===== config.mk =====
export PLATFORM = sky130hd
export DESIGN_NAME = imem_loader
export DESIGN_NICKNAME = d
export VERILOG_FILES = /design/src/rtl/imem_loader.sv
export SDC_FILE = /design/constraint.sdc
export NUM_CORES = 1
export LEC_CHECK = 0
export CORE_UTILIZATION = 53
export CTS_CLUSTER_DIAMETER = 100
export DETAILED_ROUTE_END_ITERATION = 10
export PLACE_DENSITY = 0.92
export SETUP_SLACK_MARGIN = 0.1
export SYNTH_ARGS = -nofsm -noshare
export SYNTH_HDL_FRONTEND = slang
export SYNTH_SLANG_ARGS = --single-unit

===== constraint.sdc =====
create_clock -name clk -period 2.8 [get_ports clk]
set_input_delay 0.7 -clock clk [delete_from_list [all_inputs] [get_ports clk]]
set_output_delay 0.7 -clock clk [all_outputs]
set_load 0.1 [all_outputs]

===== src/rtl/imem_loader.sv =====
// rtl/imem_loader.sv - byte-stream to instruction RAM word loader
// Packs big-endian bytes into 32-bit words and holds the CPU until the image is complete.
module imem_loader #(
    parameter int          DEPTH     = 1001,
    parameter int          CNT_W     = 11,
    parameter logic [31:0] BASE_ADDR = 32'h0000_0000
) (
    input  logic             clk,
    input  logic             rst,
    input  logic             start,
    input  logic [CNT_W-1:0] num_words,
    input  logic [7:0]       byte_in,
    input  logic             byte_valid,
    output logic             byte_ready,
    output logic             imem_we,
    output logic [31:0]      imem_addr,
    output logic [31:0]      imem_wdata,
    output logic             cpu_hold,
    output logic             busy,
    output logic             done,
    output logic             overflow,
    output logic [31:0]      checksum
);

    localparam logic [1:0] S_IDLE  = 2'd0;
    localparam logic [1:0] S_RECV  = 2'd1;
    localparam logic [1:0] S_WRITE = 2'd2;
    localparam logic [1:0] S_DONE  = 2'd3;

    localparam logic [CNT_W-1:0] DEPTH_C = CNT_W'(DEPTH);
    localparam int               PAD_W   = 32 - CNT_W - 2;

    logic [1:0]       state_q,      state_d;
    logic [CNT_W-1:0] target_q,     target_d;
    logic [CNT_W-1:0] word_idx_q,   word_idx_d;
    logic [1:0]       byte_cnt_q,   byte_cnt_d;
    logic [31:0]      shreg_q,      shreg_d;
    logic             byte_ready_q, byte_ready_d;
    logic             imem_we_q,    imem_we_d;
    logic [31:0]      imem_addr_q,  imem_addr_d;
    logic [31:0]      imem_wdata_q, imem_wdata_d;
    logic             cpu_hold_q,   cpu_hold_d;
    logic             busy_q,       busy_d;
    logic             done_q,       done_d;
    logic             overflow_q,   overflow_d;
    logic [31:0]      checksum_q,   checksum_d;

    logic             xfer;
    logic [CNT_W-1:0] clamped;
    logic [CNT_W-1:0] idx_next;
    logic [31:0]      word_addr;

    assign xfer      = byte_valid & byte_ready_q;
    assign clamped   = (num_words > DEPTH_C) ? DEPTH_C : num_words;
    assign idx_next  = word_idx_q + CNT_W'(1);
    assign word_addr = BASE_ADDR + {{PAD_W{1'b0}}, word_idx_q, 2'b00};

    always_comb begin
        state_d      = state_q;
        target_d     = target_q;
        word_idx_d   = word_idx_q;
        byte_cnt_d   = byte_cnt_q;
        shreg_d      = shreg_q;
        imem_we_d    = 1'b0;
        imem_addr_d  = imem_addr_q;
        imem_wdata_d = imem_wdata_q;
        overflow_d   = overflow_q;
        checksum_d   = checksum_q;

        case (state_q)
            S_IDLE, S_DONE: begin
                if (start) begin
                    target_d   = clamped;
                    overflow_d = (num_words > DEPTH_C);
                    checksum_d = 32'h0;
                    word_idx_d = '0;
                    byte_cnt_d = 2'd0;
                    state_d    = (clamped == '0) ? S_DONE : S_RECV;
                end
            end
            S_RECV: begin
                if (xfer) begin
                    shreg_d    = {shreg_q[23:0], byte_in};
                    byte_cnt_d = byte_cnt_q + 2'd1;
                    // Fourth byte: present the word to the RAM on the very next cycle.
                    if (byte_cnt_q == 2'd3) begin
                        state_d      = S_WRITE;
                        imem_we_d    = 1'b1;
                        imem_wdata_d = {shreg_q[23:0], byte_in};
                        imem_addr_d  = word_addr;
                    end
                end
            end
            S_WRITE: begin
                checksum_d = checksum_q + imem_wdata_q;
                byte_cnt_d = 2'd0;
                if (idx_next == target_q) begin
                    state_d = S_DONE;
                end else begin
                    word_idx_d = idx_next;
                    state_d    = S_RECV;
                end
            end
            default: state_d = S_IDLE;
        endcase

        // Status outputs are registered decodes of the next state, so none depend on byte_valid.
        byte_ready_d = (state_d == S_RECV);
        busy_d       = (state_d == S_RECV) || (state_d == S_WRITE);
        cpu_hold_d   = busy_d;
        done_d       = (state_d == S_DONE);
    end

    always_ff @(posedge clk) begin
        if (rst) begin
            state_q      <= S_IDLE;
            target_q     <= '0;
            word_idx_q   <= '0;
            byte_cnt_q   <= 2'd0;
            shreg_q      <= 32'h0;
            byte_ready_q <= 1'b0;
            imem_we_q    <= 1'b0;
            imem_addr_q  <= BASE_ADDR;
            imem_wdata_q <= 32'h0;
            cpu_hold_q   <= 1'b0;
            busy_q       <= 1'b0;
            done_q       <= 1'b0;
            overflow_q   <= 1'b0;
            checksum_q   <= 32'h0;
        end else begin
            state_q      <= state_d;
            target_q     <= target_d;
            word_idx_q   <= word_idx_d;
            byte_cnt_q   <= byte_cnt_d;
            shreg_q      <= shreg_d;
            byte_ready_q <= byte_ready_d;
            imem_we_q    <= imem_we_d;
            imem_addr_q  <= imem_addr_d;
            imem_wdata_q <= imem_wdata_d;
            cpu_hold_q   <= cpu_hold_d;
            busy_q       <= busy_d;
            done_q       <= done_d;
            overflow_q   <= overflow_d;
            checksum_q   <= checksum_d;
        end
    end

    assign byte_ready = byte_ready_q;
    assign imem_we    = imem_we_q;
    assign imem_addr  = imem_addr_q;
    assign imem_wdata = imem_wdata_q;
    assign cpu_hold   = cpu_hold_q;
    assign busy       = busy_q;
    assign done       = done_q;
    assign overflow   = overflow_q;
    assign checksum   = checksum_q;

endmodule


======== Word-level counts from Yosys, hierarchy flattened ========
Index checks and enable logic that the tools add are counted.
Widths: inputs -> output; s select.
word-level totals
  bits in registers ....................... 130
  output and inout bits ................... 102
  word-level logic and storage cells ...... 59
cells by class
  add/sub/neg operators ................... 3
  order comparisons ....................... 1
  eq/ne operators ......................... 11
  multiplexer cells ....................... 16
  bitwise operators ....................... 3
  reductions and logical operators ........ 12
operator list
  operator               count
  $pmux 32 s2            1
  $mux 11                3
  $add 32x32->32         1
  $mux 32                1
  $pmux 11 s2            1
  $mux 2                 7
  $pmux 2 s3             2
  $add 11x1->11 const B  1
  $eq 11x11->1           1
  $gt 11x10->1 const B   1
  $logic_not 11->1       1
  $eq 2x2->1 const B     5
  $reduce_and 2->1       4
  $ne 2x2->1 const B     3
  $reduce_and 3->1       2
  $eq 2x1->1 const B     2
  $reduce_or 3->1        1
  $add 2x1->2 const B    1
  $logic_not 2->1        1
  $not 1->1              2
  $reduce_bool 2->1      1
  $reduce_or 2->1        1
  $and 1x1->1            1
  $logic_or 1x1->1       1
  $mux 1                 1

======== Longest topological paths before layout ========
Gate-level depths: netlist (run 1).
  depth after elaboration ................. 8
  mapped depth ............................ 11
  depth with buffers taken out ............ 10

======== Worst setup path before layout (run 1) ========
No wires, ideal clock.
  path type ............................... reg-to-reg
  start point ............................. register checksum_q[14], in the netlist checksum[14]
  end point ............................... register checksum_q[31], in the netlist checksum[31]
  library setup time ...................... 0.079 ns
  arrival ................................. 3.061 ns
  data required time ...................... 2.721 ns
  setup slack ............................. -0.340 ns
  stages on the path, launching flop included .. 11
  path buffers ............................ 1
  period minus slack after synthesis ...... 3.140 ns
  cell sequence ........................... dfxtp_1 ha_1 clkbuf_1 a211oi_1 o21ai_1 a41oi_1 a31oi_1 a311o_1 and3_1 o32a_1 mux2i_1
on the way
  cells in the longest elaborated chain, start to end .. 2
ends and longest elaborated chain
  element                 line  RTL
  start, declared         46    logic [31:0] checksum_q, checksum_d;
  start signal, assigned  144   checksum_q <= checksum_d;
  $add 32x32->32          95    checksum_d = checksum_q + imem_wdata_q;
  $pmux 32 s2             70    case (state_q)
No other way between the ends.
A chain may end at the register's enable or synchronous reset.

======== Worst setup path after layout (run 1) ========
  start point ............................. register imem_wdata_q[11], in the netlist imem_wdata[11]
  end point ............................... register checksum_q[29], in the netlist checksum[29]
on the way
  cells in the longest elaborated chain, start to end .. 2
ends and longest elaborated chain
  element                 line  RTL
  start, declared         41    logic [31:0] imem_wdata_q, imem_wdata_d;
  start signal, assigned  139   imem_wdata_q <= imem_wdata_d;
  $add 32x32->32          95
  $pmux 32 s2             70
No other way between the ends.

==> results of run 1 <==
routing by layer:
metal / up-vias / part of all wire, % / wire (um) / track usage, %
li1: 3130 / - / - / -
met1: 3095 / 40 / 7470 / 35.6
met2: 327 / 48 / 8910 / 47.0
met3: 53 / 8.7 / 1610 / 6.75
met4: 0 / 2.7 / 495 / 13.2
met5: - / 0 / 0 / 0
flip-flops by register name, summed over array words and instances (netlist names), 2 cells and up:
signal,count
imem_addr,11
state_q,2
imem_wdata,32
shreg_q,24
word_idx_q,11
checksum,32
byte_cnt_q,2
target_q,11
timing repair:
action | CTS | global route
hold buffers | 0 | 0
gates resized for setup | 0 | 11
endpoints found under the setup margin | 0 | 19
setup buffers | 0 | 1
worst max path at each step:
stage,from,to
6_report,imem_wdata[11],checksum[29]
5_1_grt,imem_wdata[5],checksum[29]
4_1_cts,imem_wdata[1],checksum[29]
3_5_place_dp,imem_wdata[1],checksum[29]
3_3_place_gp,imem_wdata[4],checksum[29]
2_1_floorplan,checksum[20],checksum[31]
final cells by class:
| cell class | instances | area, um2 |
|---|---|---|
| Multi-Input combinational cell | 658 | 3840 |
| Fill cell | 944 | 3800 |
| Sequential cell | 130 | 2720 |
| Timing Repair Buffer | 126 | 1010 |
| Clock buffer | 26 | 510 |
| Tap cell | 168 | 210 |
| Inverter | 19 | 71.3 |
| Clock inverter | 4 | 46.3 |
kinds of logic after synthesis:
group	count (synthesis)	share of synthesized area, %
muxes	3	0.464
buffers and inverters	83	6.11
DFF	130	38.6
other	1	0.0557
adders and majority gates	38	7.17
AOI/OAI and AO/OA	236	21.4
xor gates and xnor gates	39	5.07
and+or+nand+nor	321	21.1
worst register-to-register path, delay by kind of cell, from the launching register on:
family | cells | cell delay, ns
compound gates | 6 | 1.45
fa+ha+maj | 1 | 0.37
buf+inv | 1 | 0.18
flops | 1 | 0.35
mux | 1 | 0.20
simple gates | 1 | 0.06
synth_stat cells, types with 9 or more instances:
library cell	number
xnor2_1	22
a21o_1	14
and2_1	9
nor2_1	52
inv_1	17
nand3_1	11
clkbuf_1	35
a22oi_1	19
a21oi_1	111
nand4_1	9
a31oi_1	9
xor2_1	17
nor3_1	25
o21ai_0	14
ha_1	37
nand2_1	174
buf_4	22
and3_1	10
dfxtp_1	130
o21ai_1	26
metrics by stage:
stage	area, um2	setup slack, ns	utilization (%)	cells	hold WS, ns
after global routing	8410	0.0402	68.9	1131	0.469
after CTS	8360	0.124	68.5	1130	0.443
final	8410	0.0863	68.9	1131	0.440
after global placement	7800	0.203	63.9	1100	0.434
after detailed placement	7800	0.137	63.9	1100	0.440
after floorplan	6930	0.119	-	871	0.425
power by group through the flow:
stage	clock network, mW	registers (mW)	logic [mW]
2_1_floorplan	0	1.93	0.261
3_3_place_gp	0	1.90	0.343
3_5_place_dp	0	1.90	0.347
4_1_cts	2.11	1.86	0.349
5_1_grt	2.21	1.87	0.369
6_report	2.10	1.87	0.350
==> impl_metrics.json, run 1 <==
{
  "final_cell_mix": "nand2_1, a21oi_1, buf_4, dfxtp_1, nor2_1",
  "seqPwrFrac_pct": 43.3,
  "drt-total-wl_um": 18500,
  "pwr-share-comb_pct": 8.1,
  "ant_nets": 0,
  "rrSetupSlack_ns": 0.09,
  "synthToLayoutAreaGrowth_pct": 24.9,
  "cts_made_buffers": 17,
  "synth_top_cell_area_share_pct": 38.6,
  "die_y_um": 115,
  "max_cap_violations": 0,
  "final-setup-viol-count": 0,
  "required_ns": 3.11,
  "r2r_start": "imem_wdata[11]",
  "drtPass1Iterations": 5,
  "cp_top_family": "compound AO/OA/AOI/OAI gates",
  "cpPeakStageDelay_ns": 0.41,
  "async_flop_share_pct": 0,
  "clockBufferDepth": 2,
  "core_area_um2": 12200,
  "grtUsageTotal_pct": 28.6,
  "cts_tree": "done",
  "path_class": "register to register",
  "io_pins": 125,
  "ir_drop_uv": 426,
  "h-tree-depth": 4,
  "max_freq_mhz": 369,
  "fp.dieW_um": 115,
  "globalplace.congestion": 0.959,
  "yosysWarnings": 0,
  "path_clk_slew_ns": 0.05,
  "max_slew.worst_pin.slew_ns": 0.620,
  "clock_latency_ns": 0.42,
  "end_kind": "register",
  "hold_end": "imem_wdata[28]",
  "routed_via_density": 5.84,
  "nets": 1013,
  "crit_path_cell_trace": "ha_1 -> a21oi_2 -> o221ai_1 -> a21oi_1 -> a31oi_2 -> buf_4 -> a221o_1 -> a31oi_2 -> mux2i_1 -> nand2_1",
  "grt_max_degree": 60,
  "critPathBufInv": 1,
  "ys.flop_type": "dfxtp_1",
  "fp-row-count": 40,
  "syn_area_um2": 6740,
  "clock-sinks": 130,
  "synth_seq_cells": 130,
  "crit_path_frequent_cell": "a31oi_2",
  "layout_commonest_cell": "nand2_1",
  "p_leak_nw": 3.47,
  "relSlewSlack_pct": 58.6,
  "slew_viol_final": 0,
  "p_total_mw": 4.31,
  "cp_slowest_cell": "a221o_1",
  "worstHoldPathCells": 2,
  "insertedDiodeCount": 0,
  "hpwl_um": 12900,
  "wl_per_cell_um": 16.3,
  "antenna_found_initial": 0,
  "yosysSeqAreaShare_pct": 38.6,
  "outcome": "finished, final reports clean",
  "yosys.area.top_type": "dfxtp_1",
  "drive_gt1_share_pct": 21.3,
  "setup_tns_ns": 0,
  "r2r_cells": 10,
  "vias": 6605,
  "intPower_mw": 3.26,
  "rsz0062_at_grt": "no",
  "period_share_pct": 96.9,
  "grt_remaining_overflow": 0,
  "worstSetupStartpointType": "register",
  "grt_pass1_vias": 6151,
  "synth_area_leaders": "dfxtp_1, nand2_1, a21oi_1, ha_1, nor2_1",
  "cts_root_buf": "clkbuf_16",
  "r2r-end": "checksum[29]",
  "drc": 0,
  "syn-instance-count": 851,
  "holdCritPathClass": "register to register",
  "swShare_pct": 24.4,
  "crit_fanout": 6,
  "p_per_area_nw_per_um2": 513,
  "start_util_pct": 55.2,
  "synth.distinct_cells": 63,
  "drt_iter0_markers": 680,
  "port_buffers": 103,
  "finClkSkew_ns": 0.00827,
  "cp_num_cells": 10,
  "grt_pass1_wl_um": 29400,
  "synth-edff-count": 0,
  "fin_crit_ns": 2.71,
  "min_from": "shreg_q[20]",
  "cp.arrival_ns": 3.02,
  "dieArea_um2": 13200,
  "synth.avg_cell_area_um2": 7.92,
  "switching_power_mw": 1.05,
  "hold_violations": 0,
  "clockPowerShare_pct": 48.6
}
(Power assumes the default switching activity.)
==> inputs of run 2 (changes only) <==
--- a/config.mk
+++ b/config.mk
@@ -9,6 +9,7 @@
 export CTS_CLUSTER_DIAMETER = 100
 export DETAILED_ROUTE_END_ITERATION = 10
 export PLACE_DENSITY = 0.92
+export REMOVE_ABC_BUFFERS = 1
 export SETUP_SLACK_MARGIN = 0.1
 export SYNTH_ARGS = -nofsm -noshare
 export SYNTH_HDL_FRONTEND = slang
==> run 2 against run 1 <==
  * Final cell count rose by 0.62%
  * Critical path depth shrank 1
  * Largest power group unchanged
  * Sequential power about the same
  * Critical path type unchanged
==> impl_metrics.json, run 2 (synthesis results as in run 1) <==
{
  "final_cells": 1138,
  "pwr-share-comb_pct": 7.7,
  "critPathBufInv": 0,
  "path_clk_slew_ns": 0.06,
  "hold_buffers": 0,
  "clockBufferDepth": 2,
  "finClkSkew_ns": 0.00820,
  "relSlewSlack_pct": 57.8,
  "port_buffers": 103,
  "whs_ns": 0.449,
  "outcome": "finished, final reports clean",
  "rsz0062_at_grt": "no",
  "holdCritPathClass": "register to register",
  "final_cell_mix": "nand2_1, dfxtp_1, a21oi_1, buf_4, nor2_1",
  "switching_power_mw": 1.12,
  "max_slew.worst_pin.slew_ns": 0.633,
  "slew_viol_final": 0,
  "layout_commonest_cell": "nand2_1",
  "grt_remaining_overflow": 0,
  "vias": 6699,
  "crit_fanout": 7,
  "clock-sinks": 130,
  "grt_pass1_wl_um": 28800,
  "clock_latency_ns": 0.43,
  "p_per_area_nw_per_um2": 557,
  "swShare_pct": 23.7,
  "cp.arrival_ns": 2.98,
  "fillers": 933,
  "hold_violations": 0,
  "end_kind": "register",
  "ant_nets": 0,
  "intPower_mw": 3.61,
  "start_util_pct": 55.2,
  "cp_top_family": "simple AND/OR/NAND/NOR gates",
  "cpPeakStageDelay_ns": 0.43,
  "clockPowerShare_pct": 52.5,
  "required_ns": 3.15,
  "grt_pass1_vias": 6124,
  "hpwl_um": 12000,
  "placedCellCount": 1105,
  "drt-total-wl_um": 18100,
  "drt_iter0_markers": 549,
  "fp.dieW_um": 115,
  "max_cap_violations": 0,
  "fin_crit_ns": 2.62,
  "period_share_pct": 93.7,
  "dieArea_um2": 13200,
  "routed_via_density": 5.89,
  "worstSetupStartpointType": "register",
  "drc": 0,
  "path_class": "register to register",
  "drive_gt1_share_pct": 16.7,
  "synthToLayoutAreaGrowth_pct": 25.9,
  "max_freq_mhz": 381,
  "wl_per_cell_um": 15.9,
  "io_pins": 125,
  "die_y_um": 115,
  "core_area_um2": 12200,
  "h-tree-depth": 4,
  "fp-row-count": 40,
  "ir_drop_uv": 323,
  "final_core_util_pct": 69.4,
  "globalplace.congestion": 0.962,
  "p_leak_nw": 3.53,
  "seqPwrFrac_pct": 39.9,
  "nets": 1018,
  "grtUsageTotal_pct": 27.9,
  "cts_root_buf": "clkbuf_16",
  "insertedDiodeCount": 0,
  "cts_tree": "done",
  "cts_made_buffers": 17,
  "drtPass1Iterations": 5,
  "grt_max_degree": 62,
  "crit_path_cell_trace": "ha_1 -> and3_2 -> nand4_1 -> xor2_2 -> xnor2_2 -> o41ai_4 -> or2_4 -> or3b_1 -> a21oi_1",
  "cp_slowest_cell": "dfxtp_1",
  "final-setup-viol-count": 0,
  "antenna_found_initial": 0
}
==> run 2: cell types whose count changed in the layout (fill, tap and decap cells not counted), sizes merged <==
cell,change
clkbuf,-6
inv,-1
clkinvlp,+3
bufinv,+4
buf,+5
clkinv,+2
==> run 2: final timing paths <==
check | start | to | slack [ns] | cells past startpoint
max | word_idx_q[1] | word_idx_q[2] | 0.18 | 9
max reg2reg | word_idx_q[1] | word_idx_q[2] | 0.18 | 9
min reg2reg | shreg_q[19] | imem_wdata[27] | 0.45 | 2
min | shreg_q[19] | imem_wdata[27] | 0.45 | 2
==> run 2: tightest hold or removal path, stage by stage (launching register included) <==
cell     delay (ns)
dfxtp_1        0.30
nand2_1        0.05
a21oi_1        0.05
==> run 2: layer usage <==
metal	routed length [um]	vias up	track usage (%)
li1	-	3153	-
met1	7560	3163	34.9
met2	8610	334	46.0
met3	1390	49	5.69
met4	537	0	13.6
met5	0	-	0
==> run 2: power by group through the flow <==
stage,Combinational (mW),Sequential (mW),Clock [mW]
after global placement,0.349,1.92,0
after detailed placement,0.352,1.92,0
after global routing,0.381,1.89,2.58
after floorplan,0.202,1.96,0
after CTS,0.356,1.88,2.50
final,0.362,1.88,2.48
==> run 2: timing repair <==
action,CTS,global route
gates resized for setup,0,11
setup buffers,0,1
setup endpoints to repair,0,20
==> run 2: through the flow <==
stage | power (mW) | setup TNS, ns | setup WS (ns) | cell area (um2)
after floorplan | 2.16 | -2.89 | -0.316 | 6470
after global placement | 2.27 | 0 | 0.218 | 7730
final | 4.73 | 0 | 0.178 | 8480
after detailed placement | 2.28 | 0 | 0.177 | 7730
after CTS | 4.74 | 0 | 0.144 | 8410
after global routing | 4.85 | 0 | 0.0387 | 8480
==> run 2: area by class of cell <==
class	instances	area, um2	share of cell area (%)
well taps	168	210	2.48
repair buffers	131	1060	12.5
flip-flops and latches	130	2600	30.7
inverters	19	71.3	0.841
clock buffers	20	467	5.50
multi-input cells	658	3860	45.6
clock inverters	12	204	2.41
==> inputs of run 3 (changes only) <==
--- a/config.mk
+++ b/config.mk
@@ -8,9 +8,12 @@
 export CORE_UTILIZATION = 53
 export CTS_CLUSTER_DIAMETER = 100
 export DETAILED_ROUTE_END_ITERATION = 10
+export GPL_ROUTABILITY_DRIVEN = 0
+export HOLD_SLACK_MARGIN = 0.08
 export PLACE_DENSITY = 0.92
 export REMOVE_ABC_BUFFERS = 1
 export SETUP_SLACK_MARGIN = 0.1
+export SLEW_MARGIN = 15
 export SYNTH_ARGS = -nofsm -noshare
 export SYNTH_HDL_FRONTEND = slang
 export SYNTH_SLANG_ARGS = --single-unit
==> run 3 against run 2 <==
  * Utilization is 0.70 points lower
  * First-iteration DRC count rose by 6.0%
  * Flip-flop and latch count unchanged
  * Final area is 1.0% lower
  * Register-to-register slack lost 0.04 ns
  * Maximum frequency is 1.6% lower
  * Clock skew down 0.0028 ns
  * Critical endpoint is now checksum[31]
  * Largest cell class unchanged
  * Largest power group unchanged
==> impl_metrics.json, run 3 (synthesis results as in run 1) <==
{
  "cts_made_buffers": 17,
  "ir_drop_uv": 403,
  "clockBufferDepth": 2,
  "final_cell_mix": "nand2_1, dfxtp_1, a21oi_1, buf_4, nor2_1",
  "dieArea_um2": 13200,
  "setup_slack_ns": 0.134,
  "io_pins": 125,
  "required_ns": 3.15,
  "switching_power_mw": 1.15,
  "whs_ns": 0.453,
  "antenna_found_initial": 0,
  "cts_tree": "done",
  "slew_viol_final": 0,
  "final_core_util_pct": 68.7,
  "synthToLayoutAreaGrowth_pct": 24.6,
  "cp_slowest_cell": "dfxtp_1",
  "nets": 1015,
  "grt_max_degree": 56,
  "die_y_um": 115,
  "port_buffers": 103,
  "critPathBufInv": 0,
  "wl_per_cell_um": 15.8,
  "worstSetupStartpointType": "register",
  "insertedDiodeCount": 0,
  "p_leak_nw": 3.47,
  "clock_latency_ns": 0.42,
  "hold_buffers": 0,
  "outcome": "finished, final reports clean",
  "clock-sinks": 130,
  "crit_fanout": 4,
  "fp-row-count": 40,
  "seqPwrFrac_pct": 41.8,
  "final-setup-viol-count": 0,
  "drt_iter0_markers": 582,
  "grt_pass1_vias": 6021,
  "fin_crit_ns": 2.67,
  "cts_root_buf": "clkbuf_16",
  "finClkSkew_ns": 0.00536,
  "grtUsageTotal_pct": 28.1,
  "period_share_pct": 95.2,
  "holdCritPathClass": "register to register",
  "rsz0062_at_grt": "yes",
  "relSlewSlack_pct": 54.9,
  "max_freq_mhz": 375,
  "cts_setup_buffers": 0,
  "intPower_mw": 3.36,
  "crit_path_cell_trace": "ha_1 -> a211oi_2 -> o31a_1 -> a211o_1 -> a31oi_4 -> a311o_1 -> and3_1 -> o32a_1 -> mux2i_1",
  "p_total_mw": 4.51,
  "cp.arrival_ns": 3.02,
  "p_per_area_nw_per_um2": 538,
  "hold_violations": 0,
  "routed_via_density": 5.86,
  "place_ws_ns": 0.126,
  "end_kind": "register",
  "core_area_um2": 12200,
  "grt_pass1_wl_um": 28900,
  "grt_remaining_overflow": 0,
  "vias": 6648,
  "clockPowerShare_pct": 50.3,
  "pwr-share-comb_pct": 7.9,
  "setup_tns_ns": 0,
  "drive_gt1_share_pct": 16.3,
  "drtPass1Iterations": 5,
  "max_slew.worst_pin.slew_ns": 0.671,
  "path_class": "register to register",
  "cp_top_family": "compound AO/OA/AOI/OAI gates",
  "hpwl_um": 12400,
  "start_util_pct": 55.2,
  "cpPeakStageDelay_ns": 0.43,
  "drc": 0,
  "h-tree-depth": 4,
  "layout_commonest_cell": "nand2_1",
  "swShare_pct": 25.5,
  "drt-total-wl_um": 17900,
  "ant_nets": 0,
  "fp.dieW_um": 115,
  "max_cap_violations": 0,
  "path_clk_slew_ns": 0.06
}
-- run 3: cell types whose count changed in the layout (fill, tap and decap cells not counted), moves of 2 or more --
cell / delta
bufinv_16: -2
clkinv_4: +3
buf_4: -3
clkbuf_8: -3
inv_6: +2
-- run 3: tightest hold or removal path: cells and delay by family (launching register included) --
family             cells  cell delay (ns)
DFF                    1             0.31
AOI/OAI and AO/OA      1             0.05
and+or+nand+nor        1             0.05
-- run 3: power by group through the flow --
stage               clock network (mW)  registers [mW]  logic [mW]
floorplan                            0            1.96       0.202
global placement                     0            1.92       0.348
detailed placement                   0            1.92       0.351
CTS                               2.29            1.88       0.353
global route                      2.38            1.89       0.380
finish                            2.27            1.88       0.358
-- run 3: per-layer routing --
layer  vias up  GRT usage [%]  wire [um]
met5         -              0          0
met4         0           14.6        581
met3        54           6.59       1430
met2       334           45.5       8530
met1      3115           35.1       7360
li1       3145              -          -
-- run 3: worst paths after layout --
kind | startpoint | end | slack, ns | cells after the start
min | shreg_q[21] | imem_wdata[29] | 0.45 | 2
max | imem_wdata[1] | checksum[31] | 0.13 | 9
min reg2reg | shreg_q[21] | imem_wdata[29] | 0.45 | 2
max reg2reg | imem_wdata[1] | checksum[31] | 0.13 | 9
-- run 3: through the flow --
| step | instance area [um2] | instances |
|---|---|---|
| after global placement | 7720 | 1103 |
| after global routing | 8390 | 1135 |
| after CTS | 8340 | 1135 |
| final | 8390 | 1135 |
| after floorplan | 6470 | 807 |
| after detailed placement | 7720 | 1103 |
-- run 3: cell type report --
cell class	instances	area, um2
clock buffers	18	429
repair buffers	128	1040
inverters	19	71.3
fillers	953	3820
multi-input cells	658	3860
clock inverters	14	183
well taps	168	210
flip-flops and latches	130	2600
-- run 3: what timing repair did --
| action | 4_1_cts | 5_1_grt |
|---|---|---|
| hold endpoints to repair | 0 | 0 |
| pin swaps | 0 | 2 |
| resized for setup | 1 | 11 |
| setup endpoints to repair | 1 | 22 |
